$ cat config.mk
export PLATFORM = sky130hd
export DESIGN_NAME = demux_dispatch_ctrl
export DESIGN_NICKNAME = d
export VERILOG_FILES = /design/src/rtl/demux_dispatch_pkg.sv /design/src/rtl/demux_dispatch_ctrl_out_reg.sv /design/src/rtl/demux_dispatch_ctrl.sv
export SDC_FILE = /design/constraint.sdc
export NUM_CORES = 1
export LEC_CHECK = 0
export ABC_AREA = 0
export BUFFER_PORTS_ARGS = -buffer_cell sky130_fd_sc_hd__buf_4
export CORE_MARGIN = 1
export CORE_UTILIZATION = 47
export DETAILED_ROUTE_END_ITERATION = 6
export GPL_ROUTABILITY_DRIVEN = 0
export PLACE_DENSITY = 0.81
export SETUP_SLACK_MARGIN = 0.3
export SYNTH_ARGS = -nofsm -noshare
export SYNTH_HDL_FRONTEND = slang
export SYNTH_SLANG_ARGS = --single-unit
export TNS_END_PERCENT = 100
$ cat constraint.sdc
create_clock -name clk -period 2.9 [get_ports clk]
set_input_delay 0.145 -clock clk [delete_from_list [all_inputs] [get_ports clk]]
set_output_delay 0.145 -clock clk [all_outputs]
set_load 0.01 [all_outputs]
$ cat src/rtl/demux_dispatch_pkg.sv
// demux_dispatch_pkg: FSM state encoding shared by the demux dispatch controller
package demux_dispatch_pkg;
  typedef enum logic [1:0] {
    IDLE  = 2'd0,
    ROUTE = 2'd1,
    DRAIN = 2'd2,
    DROP  = 2'd3
  } state_t;
endpackage

$ cat src/rtl/demux_dispatch_ctrl_out_reg.sv
// dispatch_out_reg: one-beat output buffer with load/drain; load wins over drain
// Ports: load_i/data_i fill the buffer, drain_i empties it, valid_o/data_o present it
module dispatch_out_reg #(
  parameter int DW = 8
) (
  input  logic          clk,
  input  logic          rst,
  input  logic          load_i,
  input  logic          drain_i,
  input  logic [DW-1:0] data_i,
  output logic          valid_o,
  output logic [DW-1:0] data_o
);
  logic          valid_q;
  logic [DW-1:0] data_q;
  always_ff @(posedge clk) begin
    if (rst) begin
      valid_q <= 1'b0;
      data_q  <= '0;
    end else begin
      valid_q <= load_i | (valid_q & ~drain_i);
      data_q  <= load_i ? data_i : data_q;
    end
  end
  assign valid_o = valid_q;
  assign data_o  = data_q;
endmodule

$ cat src/rtl/demux_dispatch_ctrl.sv
// demux_dispatch_ctrl: packet-level controller holding a 1-to-N_OUT demux select per packet
// Ports: in_* producer stream (in_dest read on header only), out_* shared data with
// one-hot valid, sel demux select, err_drop one-cycle pulse on a bad-destination packet.
// Option DEMUX_DISPATCH_RR_EN: round-robin select instead of in_dest, no drops.
module demux_dispatch_ctrl
  import demux_dispatch_pkg::*;
#(
  parameter  int N_OUT = 2,
  parameter  int DW    = 8,
  localparam int SW    = $clog2(N_OUT)
) (
  input  logic             clk,
  input  logic             rst,
  input  logic             in_valid,
  output logic             in_ready,
  input  logic [DW-1:0]    in_data,
  input  logic [SW:0]      in_dest,
  input  logic             in_last,
  output logic [N_OUT-1:0] out_valid,
  input  logic [N_OUT-1:0] out_ready,
  output logic [DW-1:0]    out_data,
  output logic [SW-1:0]    sel,
  output logic             err_drop
);
  state_t        state_q;
  logic [SW-1:0] sel_q;
  logic          buf_valid;
  logic          drain;
  logic          accept;
  assign drain    = buf_valid & out_ready[sel_q];
  assign in_ready = state_q == ROUTE ? ~buf_valid | out_ready[sel_q] : state_q == DROP;
  assign accept   = state_q == ROUTE & in_valid & in_ready;
  assign out_valid = buf_valid ? N_OUT'(1) << sel_q : '0;
  assign sel      = sel_q;

  dispatch_out_reg #(.DW(DW)) u_out_reg (
    .clk     (clk),
    .rst     (rst),
    .load_i  (accept),
    .drain_i (drain),
    .data_i  (in_data),
    .valid_o (buf_valid),
    .data_o  (out_data)
  );

`ifdef DEMUX_DISPATCH_RR_EN
  logic [SW-1:0] rr_q;
  assign err_drop = 1'b0;
  always_ff @(posedge clk) begin
    if (rst) begin
      state_q <= IDLE;
      sel_q   <= '0;
      rr_q    <= '0;
    end else begin
      case (state_q)
        IDLE: if (in_valid) begin
          sel_q   <= rr_q;
          state_q <= ROUTE;
        end
        ROUTE: if (accept & in_last) state_q <= DRAIN;
        DRAIN: if (drain | ~buf_valid) begin
          state_q <= IDLE;
          rr_q    <= rr_q == SW'(N_OUT - 1) ? '0 : rr_q + SW'(1);
        end
        default: state_q <= IDLE;
      endcase
    end
  end
`else
  logic err_q;
  logic dest_ok;
  assign dest_ok  = in_dest < (SW+1)'(N_OUT);
  assign err_drop = err_q;
  always_ff @(posedge clk) begin
    if (rst) begin
      state_q <= IDLE;
      sel_q   <= '0;
      err_q   <= 1'b0;
    end else begin
      err_q <= 1'b0;
      case (state_q)
        IDLE: if (in_valid) begin
          sel_q   <= in_dest[SW-1:0];
          state_q <= dest_ok ? ROUTE : DROP;
          err_q   <= ~dest_ok;
        end
        ROUTE: if (accept & in_last) state_q <= DRAIN;
        DRAIN: if (drain | ~buf_valid) state_q <= IDLE;
        DROP:  if (in_valid & in_last) state_q <= IDLE;
        default: state_q <= IDLE;
      endcase
    end
  end
`endif
endmodule
==> impl_metrics.csv <==
group,metric,value,unit
run_status,status,"finished clean",
clock_network,cts_tree,"yes",
power_and_ir_drop,p_sw,0.0944,mW
finish,nets,108,
floorplan,pin_count,29,
synth,syn-cell-area,618,µm²
critical_path,endpoint,"in_ready",
detailed_routing,postRouteAntennaNets,0,
critical_path,r2r_slack,1.60,ns
power_and_ir_drop,power,0.379,mW
power_and_ir_drop,netSwitchingFraction,0.249,
synth,synth_area_leaders,"dfxtp_1 (42%), nand2b_1 (16%), mux2i_1 (15%)",
floorplan,start_util,0.528,
detailed_routing,wl_met1,481,µm
detailed_routing,drt-initial-drc-count,6,
clock_network,clk_latency,0.27,ns
floorplan,die_h,38.3,µm
clock_network,postCtsResizedCells,0,
power_and_ir_drop,power_density,442,mW/mm²
detailed_routing,viasPerCell,5.09,
sta,worst_pin_slew,0.368,ns
finish,drive_gt1_frac,0.385,
critical_path,crit_type,"register to output port",
floorplan,rows,12,
sta,max_freq,597,MHz
detailed_routing,post_drt_wl_per_cell,10.9,µm
synth,syn_avg_cell_area,9.81,µm²
power_and_ir_drop,ir_worst_vdd,0.260,mV
detailed_routing,drc,0,
critical_path,rr_worst_depth,3,
global_route,grt-ovfl-total,0,
detailed_routing,top_layer,"met4",
global_route,grt_pass1_vias,429,
clock_network,cts_buffer_depth,2,
detailed_routing,wirelength,1.14,mm
detailed_routing,wl_met3,59,µm
floorplan,die_w,38.3,µm
clock_network,cts_root_buf,"clkbuf_4",
sta,fin_tns_setup,0,ns
job,maxCapViolCount,0,
place,port_buffers,28,
finish,layout.cells.non_filler,105,
synth,yosysSeqAreaShare,0.421,
detailed_routing,route.met2.wl,592,µm
global_route,grt_pass1_wl,1.72,mm
clock_network,cts.sinks,13,
sta,finalMaxSlewViolations,0,
detailed_routing,drtPass1Iterations,4,
critical_path,cp.required,2.76,ns
sta,fin_skew,0.000449,ns
clock_network,cts.clk_slew.worst_paths,0.07,ns
sta,fin_crit,1.67,ns
finish,antenna_cells,0,
synth,synth_nets,79,
sta,fin_hold_ws,0.105,ns
critical_path,reg2reg_from,"state_q[0]",
power_and_ir_drop,p_leak,0.365,nW
clock_network,cts_setup_buffers,0,
clock_network,cts_hold_buf,0,
sta,final_hold_viol_count,0,
clock_network,cts_buffers,3,
synth,synth_warnings,0,
synth,synth.distinct_cells,19,
place,pre_cts_ws,1.51,ns
detailed_routing,num_vias,534,
critical_path,rr_endpoint,"u_out_reg.data_o[7]",
synth,synth_seq_cells,13,
sta,setup_viol,0,
sta,rsz0062_at_grt,"false",
critical_path,cp.arrival,1.53,ns
synth,yosys.area.top_type_share,0.421,
global_route,grt_max_degree,22,
power_and_ir_drop,sequentialPowerShare,0.526,
synth,syn_inst,63,
global_route,grtUsageTotal,0.171,
power_and_ir_drop,p_comb_frac,0.189,
sta,worst_slew_margin_rel,0.750,
sta,setup_ws,1.23,ns
finish,syn2layout_area_growth,38.7,%
floorplan,core_area,0.00117,mm²
power_and_ir_drop,p_int,0.285,mW
power_and_ir_drop,p_clk_frac,0.285,
floorplan,die_area,0.00146,mm²
place,dp.cells,101,
critical_path,startpoint,"sel",
critical_path,crit_path_end_kind,"output port",
finish,fillerInstances,94,
synth,synth_top_area_cell,"dfxtp_1",
clock_network,htreeDepth,1,
sta,period_share,0.577,
critical_path,startpoint_type,"register",
global_route,antenna_found_initial,0,
critical_path,path_max_fanout,5,
worst_hold_path,hold_path.class,"input pin to register",
place,hpwlAfterDp,864,µm
[Yosys cell counts]
master,number
a211o_1,1
a21oi_1,3
a21oi_4,1
a311oi_1,2
and2_2,1
and2b_2,1
and3b_1,1
clkbuf_1,4
dfxtp_1,13
mux2i_1,9
mux2i_2,1
nand2_1,4
nand2b_1,16
nand3b_1,1
nand4b_1,1
nor2_1,1
nor3b_1,1
nor4_1,1
o21a_1,1
[cells by family (layout without fill, tap and decap cells)]
group | after synthesis | count (layout) | synth area share
AOI/OAI and AO/OA | 8 | 8 | 0.105
buffers and inverters | 4 | 32 | 0.0243
DFF | 13 | 13 | 0.421
muxes | 10 | 10 | 0.168
and+or+nand+nor | 28 | 28 | 0.281
[state kept, by name, indices dropped and copies added (netlist names)]
register / flops
err_drop: 1
u_out_reg.valid_o: 1
state_q: 2
sel: 1
u_out_reg.data_o: 8
[routing by layer]
layer	track usage	vias to the layer above
met5	0	-
met4	0.0536	0
met3	0.0698	2
met2	0.288	13
met1	0.195	246
li1	-	273
[cell usage in the layout, fill, tap and decap left out, drive strengths merged]
master,n
nand3b,1
o21a,1
nor3b,1
a211o,1
and3b,1
mux2i,10
nand2b,16
clkbuf,4
nand4b,1
nor2,1
and2b,1
buf,28
nor4,1
nand2,4
a21oi,4
dfxtp,13
a311oi,2
and2,1
[cell type report]
class,count,area (µm²),share of cell area
multi-input cells,46,343,0.400
repair buffers,28,210,0.245
clock buffers,4,26.3,0.0307
well taps,14,17.5,0.0204
flip-flops and latches,13,260,0.304
[critical path: stages (launching register included)]
cell     delay, ns
dfxtp_1       0.41
mux2i_2       0.40
nand2_1       0.13
o21a_1        0.18
buf_4         0.14
[worst min path at each step]
stage / start / to / slack [ns] / cells after the start
after detailed placement: in_dest[0] / sel / 0.39 / 3
after global placement: in_dest[0] / sel / 0.39 / 3
after global routing: in_dest[1] / err_drop / 0.10 / 3
after floorplan: in_dest[1] / err_drop / 0.26 / 2
after CTS: in_dest[1] / err_drop / 0.1 / 3
final: in_dest[1] / err_drop / 0.11 / 3
[power by group through the flow]
stage	sequential [mW]	combinational (mW)	clock, mW
global placement	0.203	0.0712	0
global route	0.201	0.0783	0.123
floorplan	0.201	0.0411	0
detailed placement	0.204	0.0726	0
finish	0.200	0.0716	0.108
CTS	0.199	0.0728	0.114
[per-stage QoR]
stage                     cell area [µm²]   util
after floorplan                       618      -
after CTS                             857  0.732
final                                 857  0.732
after global routing                  857  0.732
after detailed placement              831  0.709
after global placement                831  0.709
Note: power is estimated with default switching activity, not from simulation.
